## config.mk

```make
export PLATFORM = sky130hd
export DESIGN_NAME = pico_wb_master
export DESIGN_NICKNAME = d
export VERILOG_FILES = /design/src/rtl/pico_wb_pkg.sv /design/src/rtl/wb_timeout_ctr.sv /design/src/rtl/pico_wb_master.sv
export SDC_FILE = /design/constraint.sdc
export NUM_CORES = 1
export LEC_CHECK = 0
export CORE_MARGIN = 1.5
export CORE_UTILIZATION = 43
export CTS_BUF_LIST = sky130_fd_sc_hd__clkbuf_8
export DETAILED_ROUTE_END_ITERATION = 8
export PLACE_DENSITY_LB_ADDON = 0.08
export SLEW_MARGIN = 5
export SYNTH_ARGS = -nofsm -noshare
export SYNTH_HDL_FRONTEND = slang
export SYNTH_SLANG_ARGS = --single-unit
```

## constraint.sdc

```tcl
create_clock -name i_clk -period 2.3 [get_ports i_clk]
set_clock_uncertainty 0.2 [all_clocks]
set_input_delay 0.46 -clock i_clk [delete_from_list [all_inputs] [get_ports i_clk]]
set_output_delay 0.46 -clock i_clk [all_outputs]
set_load 0.01 [all_outputs]
```

## src/rtl/pico_wb_pkg.sv

```systemverilog
// Shared types and constants for the picorv32-to-Wishbone classic bridge.
package pico_wb_pkg;

    typedef enum logic [1:0] {
        IDLE   = 2'd0,
        ACTIVE = 2'd1,
        RETRY  = 2'd2,
        RESP   = 2'd3
    } wb_state_e;

    localparam logic [2:0]  WB_CTI_CLASSIC    = 3'b000;
    localparam logic [1:0]  WB_BTE_LINEAR     = 2'b00;
    localparam logic [31:0] ERR_RDATA_DEFAULT = 32'hFFFF_FFFF;

endpackage

```

## src/rtl/wb_timeout_ctr.sv

```systemverilog
// Watchdog counter for an outstanding Wishbone cycle; saturates at TIMEOUT so
// expiry stays asserted once reached, even across retry gaps.
module wb_timeout_ctr #(
    parameter int TIMEOUT = 255,
    parameter int TO_W    = 8
) (
    input  logic i_clk,
    input  logic i_reset_n,
    input  logic clr,
    input  logic en,
    output logic expired
);

    localparam logic [TO_W-1:0] LIMIT = TO_W'(TIMEOUT);
    localparam logic [TO_W-1:0] LAST  = TO_W'(TIMEOUT - 1);

    logic [TO_W-1:0] count_r;

    // Count elapsed cycles since the request was issued.
    always_ff @(posedge i_clk) begin
        if (!i_reset_n) begin
            count_r <= '0;
        end else if (clr) begin
            count_r <= '0;
        end else if (en && (count_r != LIMIT)) begin
            count_r <= count_r + TO_W'(1'b1);
        end else begin
            count_r <= count_r;
        end
    end

    // The edge that sees TIMEOUT-1 elapsed cycles is the TIMEOUT-th active edge.
    assign expired = (count_r >= LAST);

endmodule

```

## src/rtl/pico_wb_master.sv

```systemverilog
// picorv32 native memory port to single-beat Wishbone B4 classic initiator
// with err/rty handling and a watchdog abort.
module pico_wb_master
    import pico_wb_pkg::*;
#(
    parameter int          TIMEOUT   = 255,
    parameter int          TO_W      = 8,
    parameter logic [31:0] ERR_RDATA = ERR_RDATA_DEFAULT
) (
    input  logic        i_clk,
    input  logic        i_reset_n,
    input  logic        mem_valid,
    input  logic [31:0] mem_addr,
    input  logic [31:0] mem_wdata,
    input  logic [3:0]  mem_wstrb,
    output logic        mem_ready,
    output logic [31:0] mem_rdata,
    output logic [29:0] wb_adr_o,
    output logic [31:0] wb_dat_o,
    output logic [3:0]  wb_sel_o,
    output logic        wb_we_o,
    output logic        wb_cyc_o,
    output logic        wb_stb_o,
    output logic [2:0]  wb_cti_o,
    output logic [1:0]  wb_bte_o,
    input  logic [31:0] wb_dat_i,
    input  logic        wb_ack_i,
    input  logic        wb_err_i,
    input  logic        wb_rty_i,
    output logic        o_bus_err,
    output logic [31:0] o_err_adr
);

    wb_state_e   state_r, state_n;
    logic        cyc_n, ready_n, bus_err_n, we_n;
    logic [29:0] adr_n;
    logic [31:0] dat_n, rdata_n, err_adr_n;
    logic [3:0]  sel_n;
    logic        start_s, expired_s, cnt_en_s, fail_s;

    wb_timeout_ctr #(
        .TIMEOUT (TIMEOUT),
        .TO_W    (TO_W)
    ) u_timeout (
        .i_clk     (i_clk),
        .i_reset_n (i_reset_n),
        .clr       (start_s),
        .en        (cnt_en_s),
        .expired   (expired_s)
    );

    // Retry gaps still consume the watchdog budget.
    assign cnt_en_s = (state_r == ACTIVE) || (state_r == RETRY);
    // Any real termination beats a coincident timeout.
    assign fail_s   = wb_err_i || (expired_s && !wb_ack_i && !wb_rty_i);

    assign wb_cti_o = WB_CTI_CLASSIC;
    assign wb_bte_o = WB_BTE_LINEAR;

    // Next-state and next-output decode.
    always_comb begin
        state_n   = state_r;
        cyc_n     = wb_cyc_o;
        ready_n   = 1'b0;
        bus_err_n = 1'b0;
        rdata_n   = mem_rdata;
        err_adr_n = o_err_adr;
        adr_n     = wb_adr_o;
        dat_n     = wb_dat_o;
        sel_n     = wb_sel_o;
        we_n      = wb_we_o;
        start_s   = 1'b0;
        case (state_r)
            IDLE: begin
                if (mem_valid) begin
                    start_s = 1'b1;
                    state_n = ACTIVE;
                    cyc_n   = 1'b1;
                    adr_n   = mem_addr[31:2];
                    dat_n   = mem_wdata;
                    we_n    = |mem_wstrb;
                    sel_n   = (|mem_wstrb) ? mem_wstrb : 4'hF;
                end else begin
                    state_n = IDLE;
                end
            end
            ACTIVE: begin
                if (fail_s) begin
                    cyc_n     = 1'b0;
                    ready_n   = 1'b1;
                    bus_err_n = 1'b1;
                    rdata_n   = ERR_RDATA;
                    err_adr_n = {wb_adr_o, 2'b00};
                    state_n   = RESP;
                end else if (wb_ack_i) begin
                    cyc_n   = 1'b0;
                    ready_n = 1'b1;
                    if (!wb_we_o) begin
                        rdata_n = wb_dat_i;
                    end else begin
                        rdata_n = mem_rdata;
                    end
                    state_n = RESP;
                end else if (wb_rty_i) begin
                    cyc_n   = 1'b0;
                    state_n = RETRY;
                end else begin
                    state_n = ACTIVE;
                end
            end
            RETRY: begin
                cyc_n   = 1'b1;
                state_n = ACTIVE;
            end
            RESP: begin
                state_n = IDLE;
            end
            default: begin
                cyc_n   = 1'b0;
                state_n = IDLE;
            end
        endcase
    end

    // State and registered outputs; cyc and stb share one source.
    always_ff @(posedge i_clk) begin
        if (!i_reset_n) begin
            state_r   <= IDLE;
            wb_cyc_o  <= 1'b0;
            wb_stb_o  <= 1'b0;
            wb_we_o   <= 1'b0;
            wb_adr_o  <= 30'd0;
            wb_dat_o  <= 32'd0;
            wb_sel_o  <= 4'd0;
            mem_ready <= 1'b0;
            mem_rdata <= 32'd0;
            o_bus_err <= 1'b0;
            o_err_adr <= 32'd0;
        end else begin
            state_r   <= state_n;
            wb_cyc_o  <= cyc_n;
            wb_stb_o  <= cyc_n;
            wb_we_o   <= we_n;
            wb_adr_o  <= adr_n;
            wb_dat_o  <= dat_n;
            wb_sel_o  <= sel_n;
            mem_ready <= ready_n;
            mem_rdata <= rdata_n;
            o_bus_err <= bus_err_n;
            o_err_adr <= err_adr_n;
        end
    end

endmodule
```

==> results of run 1 <==
## final timing paths
kind	cells after the start	slack, ns	endpoint	from
setup / recovery	1	0.26	wb_adr_o[29]	wb_adr_o[29]$_SDFFE_PN0P_
hold / removal	2	0.25	o_err_adr[26]$_SDFFE_PN0P_	o_err_adr[26]$_SDFFE_PN0P_
setup reg to reg	7	0.28	o_err_adr[14]$_SDFFE_PN0P_	state_r[1]$_SDFF_PN0_
hold reg to reg	2	0.25	o_err_adr[26]$_SDFFE_PN0P_	o_err_adr[26]$_SDFFE_PN0P_
## per-layer routing
| metal | vias to the layer above | global-route usage [%] | wire length (um) |
|---|---|---|---|
| met4 | 0 | 10.5 | 446 |
| met5 | - | 0 | 0 |
| met2 | 198 | 36.0 | 7200 |
| met3 | 33 | 6.43 | 1140 |
| met1 | 2343 | 26.3 | 6270 |
| li1 | 2527 | - | - |
## cells by family (layout without fill, tap and decap cells)
logic type,count (synthesis),in the layout,synth area share (%)
xor gates and xnor gates,4,4,0.632
DFF,142,142,51.2
buffers and inverters,61,293,5.77
AOI/OAI and AO/OA,126,126,17.0
and+or+nand+nor,253,253,19.4
other,1,7,0.0676
muxes,25,25,4.51
adders and majority gates,6,6,1.35
## cell usage in the layout (no fill, tap or decap), types with 3 or more instances in the layout
cell type | netlist | layout
sky130_fd_sc_hd__clkdlybuf4s50_1 | 0 | 235
sky130_fd_sc_hd__nand2_1 | 160 | 159
sky130_fd_sc_hd__dfxtp_1 | 142 | 142
sky130_fd_sc_hd__nand3_1 | 63 | 63
sky130_fd_sc_hd__a21boi_1 | 58 | 58
sky130_fd_sc_hd__a21boi_0 | 31 | 31
sky130_fd_sc_hd__mux2i_1 | 25 | 25
sky130_fd_sc_hd__clkbuf_8 | 0 | 21
sky130_fd_sc_hd__buf_4 | 9 | 14
sky130_fd_sc_hd__nor2_1 | 13 | 13
sky130_fd_sc_hd__inv_1 | 6 | 10
sky130_fd_sc_hd__a21oi_1 | 10 | 10
sky130_fd_sc_hd__o31ai_1 | 8 | 8
sky130_fd_sc_hd__conb_1 | 1 | 7
sky130_fd_sc_hd__buf_12 | 0 | 7
sky130_fd_sc_hd__ha_1 | 6 | 6
sky130_fd_sc_hd__o221a_2 | 4 | 4
sky130_fd_sc_hd__nor3_1 | 4 | 4
sky130_fd_sc_hd__clkinv_2 | 0 | 4
sky130_fd_sc_hd__o211ai_1 | 3 | 3
## cell type report
type,count,area [um2]
Clock buffer,21,289
Clock inverter,10,73.8
Fill cell,1083,4160
Inverter,6,22.5
Multi-Input combinational cell,421,2420
Sequential cell,142,2840
Tap cell,172,215
Timing Repair Buffer,256,2600
## through the flow
stage	area, um2	cells	power (mW)	util, %	setup TNS, ns
global placement	8100	997	3.67	64.2	0
CTS	8460	1028	5.51	67.1	0
detailed placement	8100	997	3.70	64.2	-0.772
global route	8460	1028	5.70	67.1	0
finish	8460	1028	5.44	67.1	0
floorplan	5570	624	3.14	-	0
## sequential cells by signal (all words and copies together) (netlist names)
name and flops:
mem_rdata 32, mem_ready 1, o_bus_err 1, o_err_adr 30, state_r 2, u_timeout.count_r 8, wb_adr_o 30, wb_dat_o 32
wb_sel_o 4, wb_stb_o 1, wb_we_o 1
## power groups by stage
stage                     sequential [mW]  clock (mW)  combinational [mW]
after global routing                 2.70        1.97                1.03
after CTS                            2.68        1.87               0.964
final                                2.68        1.80               0.954
after floorplan                      2.79           0               0.346
after global placement               2.73           0               0.940
after detailed placement             2.74           0               0.959
==> results.md, run 1 <==
Power
- 4.09 mW — cell-internal power
- 0.374 mV — largest voltage drop on the vdd net
- 17.5% — combinational share of power
- 643 mW/mm2 — power per standard cell area
- 33.2% — clock network fraction of total power
- 3.45 nW — total leakage power
- 49.3% — register share of total power
- 24.9% — net switching share of the total power
- 1.35 mW — switching power total

Die
- 44.0% — effective utilization at floorplan
- 117 um — height of the die
- 0.0126 mm2 — area of the core
- 117 um — Die W
- 0.0136 mm2 — Die Area
- 41 — Cell Rows
- 246 — I/O pin count

Run
- 0 — max-capacitance violation count

Setup path
- 3 — CP Max Fanout
- reg2out — type of the worst setup path
- 1.64 ns — worst endpoint required time
- clkdlybuf4s50_1 — chain of cells forming the critical path
- 1.38 ns — arrival time of the worst setup path
- sky130_fd_sc_hd__clkdlybuf4s50_1 — slowest cell on the critical path
- buffers and inverters — cell family with most CP delay
- output pin — category of the worst setup path capture point
- 0.58 ns — max incr delay on CP
- flip-flop — Setup crit start kind
- 1 — Worst Path Buf+Inv

Logic synthesis
- 0% — async set-or-reset flop fraction in the synthesized netlist
- 0.00555 mm2 — Syn Std Cell Area
- 618 — Gate Count Post-Synth
- 51.2% — fraction of post-synthesis cell area in the top cell type by area
- sky130_fd_sc_hd__nand2_1 (160), sky130_fd_sc_hd__dfxtp_1 (142), sky130_fd_sc_hd__nand3_1 (63) — cell types with the highest counts after synthesis
- sky130_fd_sc_hd__dfxtp_1 — most instantiated flip-flop cell in the synthesis netlist
- 8.98 um2 — Synth Area per Inst
- 40 — distinct cell type count of the synthesized netlist
- sky130_fd_sc_hd__nand2_1 — most frequently used cell type in the post-synthesis netlist
- 51.2% — Seq/Total Area, Yosys
- sky130_fd_sc_hd__dfxtp_1 — library cell occupying the most area in the post-synthesis netlist
- sky130_fd_sc_hd__dfxtp_1 (51%), sky130_fd_sc_hd__nand2_1 (11%), sky130_fd_sc_hd__a21boi_1 (7.8%) — largest cells by area after synthesis
- 0 — number of enable-type register cells in the synthesized netlist
- 0 — number of synthesis warnings
- 142 — number of register bits inferred by synthesis

STA
- 2.04 ns — min Tclk post-route
- 66.1% — Relative slew margins
- 0.248 ns — Min Hold Slack
- 0 — hold violation total from the final report
- false — setup repair after global routing missed its margin
- 0 — total of endpoints with negative setup slack in the final report
- 0.256 ns — Final WS setup
- 0.496 ns — pin slew with the least headroom to its limit
- 88.9% — part of the cycle the worst path needs
- 489 MHz — fmax
- 0 — Max Transition Viols Final

Global routing
- 0 — remaining global-route overflow
- 71 — maximum number of pins on one net before global-route repair
- 23200 um — first-pass GRT wire length
- 0 — number of antenna violations at the first check in global routing
- 21.8% — all-layer global routing usage
- 4868 — via count of the first global-routing pass

Clock tree
- 0 — CTS resizes
- sky130_fd_sc_hd__clkbuf_8 — CTS Root Cell
- 142 — sink count of the clock tree
- 0 — Post-CTS Hold Fix Bufs
- 17 — TritonCTS Buffers
- 0.43 ns — Clock Latency Late Sink
- 2 — buffer levels on the longest clock path
- 0.07 ns — Reg clk slew, reported paths
- 4 — H-tree level count
- done — CTS tree
- 0 — post-CTS setup repair buffer count

Cells and area
- 0 — antenna fix cells
- 956 — number of nets in the layout
- 52.5% — layout-stage area growth over the synthesis result
- 6.54% — share of cells above drive strength 1

Drt
- 0 — DRT antenna net count
- 15100 um — total wirelength of the detailed-routed design
- 14.6 um — average wire per standard cell
- 345 — Initial DRC Count
- 4.96 — per-cell via count in the routed design
- 4 — first drt pass iteration count
- 0 — Remaining DRCs
- 5101 — vias after detailed routing

Worst hold path
- reg2reg — Hold Crit Class

Outcome
- finished, final reports clean — status

Placement
- 236 — Port Buffer Count
- 0.784 — Final GP Congestion
- -0.0374 ns — pre-CTS worst setup slack
- 10800 um — HPWL after DPL

Note: power is estimated with default switching activity, not from simulation.
==> run 2: changes to the inputs <==
CORE_MARGIN = unset   (was 1.5)
==> run 2 against run 1 <==
Cell count barely moved. Clock power fell by 6%. Setup slack got worse by 0.12 ns. Fmax fell by 5.7%. Non-clock buffer count did not move. Clock-buffer cell count fell by 1. Worst hold slack improved by 0.00060 ns. Critical path type is now reg2reg. Largest cell class unchanged.
==> results.md, run 2 (synthesized netlist as in run 1, its figures left out) <==
Setup path
- reg2reg — type of the worst setup path, was reg2out
- 2.30 ns — arrival time of the worst setup path, was 1.38 ns
- flip-flop — category of the worst setup path capture point, was output pin
- flip-flop — Setup crit start kind, unchanged
- sky130_fd_sc_hd__or3b_1 — slowest cell on the critical path, was sky130_fd_sc_hd__clkdlybuf4s50_1
- 0.42 ns — max incr delay on CP, was 0.58 ns
- 2 — Worst Path Buf+Inv, was 1
- 2.43 ns — worst endpoint required time, was 1.64 ns
- 55 — CP Max Fanout, was 3
- simple AND/OR/NAND/NOR gates — cell family with most CP delay, was buffers and inverters
- inv_1, ha_2, or3b_1, o31a_2, buf_12, nand3_1, nand2_1 — chain of cells forming the critical path, was clkdlybuf4s50_1

Cells and area
- 0 — antenna fix cells, unchanged
- 0.00242 mm2 — area used by multi-input combinational logic, about the same
- 956 — number of nets in the layout, unchanged
- 6.65% — share of cells above drive strength 1, was 6.54%
- 1071 — total of fill cells in the finished design, was 1083
- 0.00284 mm2 — Sequential Area, unchanged
- 51.8% — layout-stage area growth over the synthesis result, was 52.5%
- mem_rdata (32), wb_dat_o (32) — Regs by FF count, unchanged
- sky130_fd_sc_hd__clkdlybuf4s50_1 (235), sky130_fd_sc_hd__nand2_1 (159), sky130_fd_sc_hd__dfxtp_1 (142) — most used cells in the layout excluding fill and tap cells, unchanged
- sky130_fd_sc_hd__clkdlybuf4s50_1 — most frequent standard cell in the layout excluding fill and tap cells, unchanged

Clock tree
- 142 — sink count of the clock tree, unchanged
- 0 — CTS resizes, unchanged
- 17 — TritonCTS Buffers, unchanged
- done — CTS tree, unchanged
- sky130_fd_sc_hd__clkbuf_8 — CTS Root Cell, unchanged
- 0.44 ns — Clock Latency Late Sink, was 0.43 ns
- 0.07 ns — Reg clk slew, reported paths, about the same
- 2 — buffer levels on the longest clock path, unchanged
- 4 — H-tree level count, unchanged
- 0 — Post-CTS Hold Fix Bufs, unchanged
- 0 — post-CTS setup repair buffer count, unchanged

Power
- 631 mW/mm2 — power per standard cell area, was 643 mW/mm2
- 3.43 nW — total leakage power, was 3.45 nW
- 0.321 mV — largest voltage drop on the vdd net, was 0.374 mV
- 5.32 mW — total power consumption of the routed design, was 5.44 mW

Drt
- 4 — first drt pass iteration count, unchanged
- 234 — Initial DRC Count, was 345
- 14.5 um — average wire per standard cell, was 14.6 um
- 5.00 — per-cell via count in the routed design, was 4.96
- 5148 — vias after detailed routing, was 5101
- 0 — Remaining DRCs, unchanged
- 0 — DRT antenna net count, unchanged
- 15000 um — total wirelength of the detailed-routed design, was 15100 um

STA
- 0 — total of endpoints with negative setup slack in the final report, unchanged
- 462 MHz — fmax, was 489 MHz
- 0 — hold violation total from the final report, unchanged
- 0 ns — final-layout setup total negative slack, unchanged
- 2.17 ns — min Tclk post-route, was 2.04 ns
- 94.2% — part of the cycle the worst path needs, was 88.9%
- 0 — Max Transition Viols Final, unchanged
- false — setup repair after global routing missed its margin, unchanged

Die
- 44.0% — effective utilization at floorplan, unchanged
- 246 — I/O pin count, unchanged
- 0.0126 mm2 — area of the core, unchanged
- 41 — Cell Rows, unchanged
- 0.0134 mm2 — Die Area, was 0.0136 mm2
- 116 um — Die W, was 117 um
- 116 um — height of the die, was 117 um

Run
- 0 — max-capacitance violation count, unchanged

Global routing
- 22.0% — all-layer global routing usage, was 21.8%
- 4702 — via count of the first global-routing pass, was 4868
- 0 — number of antenna violations at the first check in global routing, unchanged
- 0 — remaining global-route overflow, unchanged
- 56 — maximum number of pins on one net before global-route repair, was 71
- 22600 um — first-pass GRT wire length, was 23200 um

Worst hold path
- reg2reg — Hold Crit Class, unchanged

Placement
- 10500 um — HPWL after DPL, was 10800 um
- 0.788 — Final GP Congestion, was 0.784
- 236 — Port Buffer Count, unchanged

Outcome
- finished, final reports clean — status, unchanged

-- run 2: worst min-delay path: cells and delay by family (launching register included) --
kind / cells / cell delay (ns)
simple gates: 2 / 0.10
flops: 1 / 0.31
-- run 2: final timing paths --
check / startpoint / to / slack, ns / cells after the start
worst max-delay path: state_r[1]$_SDFF_PN0_ / o_err_adr[17]$_SDFFE_PN0P_ / 0.13 / 7
worst min-delay path: o_err_adr[27]$_SDFFE_PN0P_ / o_err_adr[27]$_SDFFE_PN0P_ / 0.25 / 2
worst max register to register: state_r[1]$_SDFF_PN0_ / o_err_adr[17]$_SDFFE_PN0P_ / 0.13 / 7
worst min register to register: o_err_adr[27]$_SDFFE_PN0P_ / o_err_adr[27]$_SDFFE_PN0P_ / 0.25 / 2
-- run 2: power breakdown --
part	total, mW	switching (mW)	internal [mW]
registers	2.68	0.0821	2.60
logic	0.949	0.406	0.543
clock network	1.69	0.889	0.798
total	5.32	1.38	3.94
-- run 2: area by class of cell --
type / count / share of cell area, %
Clock inverter: 12 / 0.669
Tap cell: 172 / 2.56
Inverter: 6 / 0.267
Multi-Input combinational cell: 421 / 28.8
Timing Repair Buffer: 256 / 30.7
Clock buffer: 20 / 3.27
Sequential cell: 142 / 33.8
-- run 2: stage by stage --
step	instances	instance area (um2)	hold WS, ns	setup WS, ns	utilization, %
final	1029	8420	0.248	0.133	66.7
after floorplan	624	5570	0.269	0.331	-
after global routing	1029	8420	0.272	0.0387	66.7
after detailed placement	997	8090	0.243	-0.0754	64.1
after global placement	997	8090	0.235	-0.0437	64.1
after CTS	1029	8420	0.252	0.119	66.7
-- run 2: metal layers --
| metal | global-route usage [%] | up-vias | share of wire (%) |
|---|---|---|---|
| met4 | 11.3 | 0 | 2.9 |
| met5 | 0 | - | 0 |
| met2 | 36.8 | 179 | 48 |
| li1 | - | 2531 | - |
| met1 | 25.0 | 2407 | 42 |
| met3 | 7.17 | 31 | 7.3 |
==> run 3: changes to the inputs <==
CORE_UTILIZATION = 42   (was 43)
CTS_BUF_LIST = sky130_fd_sc_hd__clkbuf_16   (was sky130_fd_sc_hd__clkbuf_8)
==> run 3 against run 2 <==
Clock-buffer cell count down 3. Flip-flop and latch count unchanged. Sequential share of layout area down 0.79 points. Cell count about the same. Sequential power about the same. First-iteration DRC count up 39%. Final area up 2.4%. Setup slack better by 0.015 ns. Non-clock buffer count unchanged. Critical path depth down 1. Via count down 0.74%. Critical path type unchanged. Critical endpoint is now u_timeout.count_r[5]$_SDFFE_PP0P_. Largest power group unchanged.
==> results.md, run 3 (synthesized netlist as in run 1, its figures left out) <==
Drt
- 14.6 um — average wire per standard cell, was 14.5 um
- 5110 — vias after detailed routing, was 5148
- 0 — DRT antenna net count, unchanged
- 5 — first drt pass iteration count, was 4
- 4.97 — per-cell via count in the routed design, was 5.00
- 0 — Remaining DRCs, unchanged
- 326 — Initial DRC Count, was 234
- 5930 um — met1 wire length, was 6240 um
- 975 um — met3 wire length, was 1090 um
- met4 — uppermost routed layer, unchanged
- 15100 um — total wirelength of the detailed-routed design, was 15000 um
- 7810 um — sum of met2 wire segment lengths after detailed routing, was 7190 um

Die
- 117 um — height of the die, was 116 um
- 0.0128 mm2 — area of the core, was 0.0126 mm2
- 117 um — Die W, was 116 um
- 0.0137 mm2 — Die Area, was 0.0134 mm2
- 41 — Cell Rows, unchanged
- 246 — I/O pin count, unchanged
- 43.4% — effective utilization at floorplan, was 44.0%

Clock tree
- 0 — Post-CTS Hold Fix Bufs, unchanged
- sky130_fd_sc_hd__clkbuf_16 — CTS Root Cell, was sky130_fd_sc_hd__clkbuf_8
- 17 — TritonCTS Buffers, unchanged
- 0.41 ns — Clock Latency Late Sink, was 0.44 ns
- 0 — CTS resizes, unchanged
- 4 — H-tree level count, unchanged
- done — CTS tree, unchanged
- 2 — buffer levels on the longest clock path, unchanged
- 0.05 ns — Reg clk slew, reported paths, was 0.07 ns
- 142 — sink count of the clock tree, unchanged
- 0 — post-CTS setup repair buffer count, unchanged

Setup path
- 5 — CP Max Fanout, was 55
- 2.24 ns — arrival time of the worst setup path, was 2.30 ns
- state_r[0]$_SDFF_PN0_ — startpoint of the worst setup timing path, was state_r[1]$_SDFF_PN0_
- compound AO/OA/AOI/OAI gates — cell family with most CP delay, was simple AND/OR/NAND/NOR gates
- flip-flop — category of the worst setup path capture point, unchanged
- reg2reg — type of the worst setup path, unchanged
- state_r[0]$_SDFF_PN0_ — Reg2Reg Launch Point, was state_r[1]$_SDFF_PN0_
- sky130_fd_sc_hd__a2111oi_0 — slowest cell on the critical path, was sky130_fd_sc_hd__or3b_1
- inv_1, ha_1, nand3_1, a2111oi_0, xnor2_1, nor2_1 — chain of cells forming the critical path, was inv_1, ha_2, or3b_1, o31a_2, buf_12, nand3_1, nand2_1
- flip-flop — Setup crit start kind, unchanged
- 1 — Worst Path Buf+Inv, was 2
- 0.59 ns — max incr delay on CP, was 0.42 ns
- 0.15 ns — reg-to-reg slack, setup, was 0.13 ns
- 2.39 ns — worst endpoint required time, was 2.43 ns
- 6 — Worst R2R Path Depth, was 7
- u_timeout.count_r[5]$_SDFFE_PP0P_ — endpoint of the most critical register-to-register path, was o_err_adr[17]$_SDFFE_PN0P_

Outcome
- finished, final reports clean — status, unchanged

Cells and area
- 0 — antenna fix cells, unchanged
- 1035 — total of fill cells in the finished design, was 1071
- sky130_fd_sc_hd__clkdlybuf4s50_1 — most frequent standard cell in the layout excluding fill and tap cells, unchanged
- 0.00242 mm2 — area used by multi-input combinational logic, about the same
- mem_rdata (32), wb_dat_o (32) — Regs by FF count, unchanged
- 55.5% — layout-stage area growth over the synthesis result, was 51.8%
- 0.00284 mm2 — Sequential Area, unchanged
- 5.96% — share of cells above drive strength 1, was 6.65%
- sky130_fd_sc_hd__clkdlybuf4s50_1 (235), sky130_fd_sc_hd__nand2_1 (159), sky130_fd_sc_hd__dfxtp_1 (142) — most used cells in the layout excluding fill and tap cells, unchanged
- 67.5% — final core utilization, was 66.7%
- 956 — number of nets in the layout, unchanged

Global routing
- 0 — remaining global-route overflow, unchanged
- 0 — number of antenna violations at the first check in global routing, unchanged
- 23400 um — first-pass GRT wire length, was 22600 um
- 4909 — via count of the first global-routing pass, was 4702
- 22.3% — all-layer global routing usage, was 22.0%
- 80 — maximum number of pins on one net before global-route repair, was 56

STA
- false — setup repair after global routing missed its margin, unchanged
- 0.595 ns — pin slew with the least headroom to its limit
- 2.15 ns — min Tclk post-route, was 2.17 ns
- 0 — total of endpoints with negative setup slack in the final report, unchanged
- 465 MHz — fmax, was 462 MHz
- 59.3% — Relative slew margins
- 0.148 ns — Final WS setup, was 0.133 ns
- 0 — hold violation total from the final report, unchanged
- 0 — Max Transition Viols Final, unchanged
- 93.6% — part of the cycle the worst path needs, was 94.2%

Run
- 0 — max-capacitance violation count, unchanged

Power
- 712 mW/mm2 — power per standard cell area, was 631 mW/mm2
- 6.14 mW — total power consumption of the routed design, was 5.32 mW
- 3.52 nW — total leakage power, was 3.43 nW
- 0.495 mV — largest voltage drop on the vdd net, was 0.321 mV

Worst hold path
- reg2reg — Hold Crit Class, unchanged
- o_err_adr[11]$_SDFFE_PN0P_ — Min-Delay Endpoint, was o_err_adr[27]$_SDFFE_PN0P_
- 2 — number of cells on the worst hold path, unchanged
- o_err_adr[11]$_SDFFE_PN0P_ — min-delay src, was o_err_adr[27]$_SDFFE_PN0P_

Placement
- 0.762 — Final GP Congestion, was 0.788
- 10600 um — HPWL after DPL, was 10500 um
- 236 — Port Buffer Count, unchanged
- -0.0813 ns — pre-CTS worst setup slack, was -0.0754 ns

==> run 3: changes by cell type in the layout (fill, tap and decap cells not counted), moves of 2 or more <==
cell	delta
sky130_fd_sc_hd__clkbuf_16	+17
sky130_fd_sc_hd__bufinv_16	+2
sky130_fd_sc_hd__clkinv_2	-4
sky130_fd_sc_hd__clkinv_1	+5
sky130_fd_sc_hd__clkbuf_8	-20
==> run 3: area by class of cell <==
cell class              count  share of cell area [%]
inverters                   6                   0.261
clock inverters            14                    1.31
multi-input cells         421                    28.1
repair buffers            256                    30.0
flip-flops and latches    142                    33.0
clock buffers              17                    4.93
well taps                 172                    2.50
==> run 3: through the flow <==
stage	setup TNS (ns)	hold WS [ns]	area, um2	cells
global placement	-0.493	0.235	8090	997
global route	0	0.258	8620	1028
floorplan	0	0.269	5570	624
CTS	0	0.243	8620	1028
detailed placement	-2.31	0.241	8090	997
finish	0	0.245	8620	1028
==> run 3: worst max-delay path by stage <==
stage / slack (ns) / depth (start not counted) / endpoint
2_1_floorplan: 0.33 / 8 / o_err_adr[31]$_SDFFE_PN0P_
3_3_place_gp: -0.02 / 6 / o_err_adr[20]$_SDFFE_PN0P_
3_5_place_dp: -0.08 / 6 / o_err_adr[30]$_SDFFE_PN0P_
4_1_cts: 0.18 / 6 / u_timeout.count_r[5]$_SDFFE_PP0P_
5_1_grt: 0.07 / 6 / u_timeout.count_r[5]$_SDFFE_PP0P_
6_report: 0.15 / 6 / u_timeout.count_r[5]$_SDFFE_PP0P_
==> run 3: tightest hold or removal path: stages, from the launching register on <==
cell                      delay [ns]
sky130_fd_sc_hd__dfxtp_1        0.30
sky130_fd_sc_hd__nand3_1        0.06
sky130_fd_sc_hd__nand2_1        0.04
==> run 3: metal layers <==
metal / vias up / track usage (%)
met3: 22 / 7.21
met2: 161 / 40.0
met5: - / 0
met1: 2395 / 24.0
li1: 2532 / -
met4: 0 / 10.0
==> run 3: power by group <==
group          switching (mW)  leakage (nW)  internal (mW)
Sequential             0.0808          1.16           2.60
Clock                   0.958         0.279           1.55
Combinational           0.406          2.08          0.542
Total                    1.44          3.52           4.69
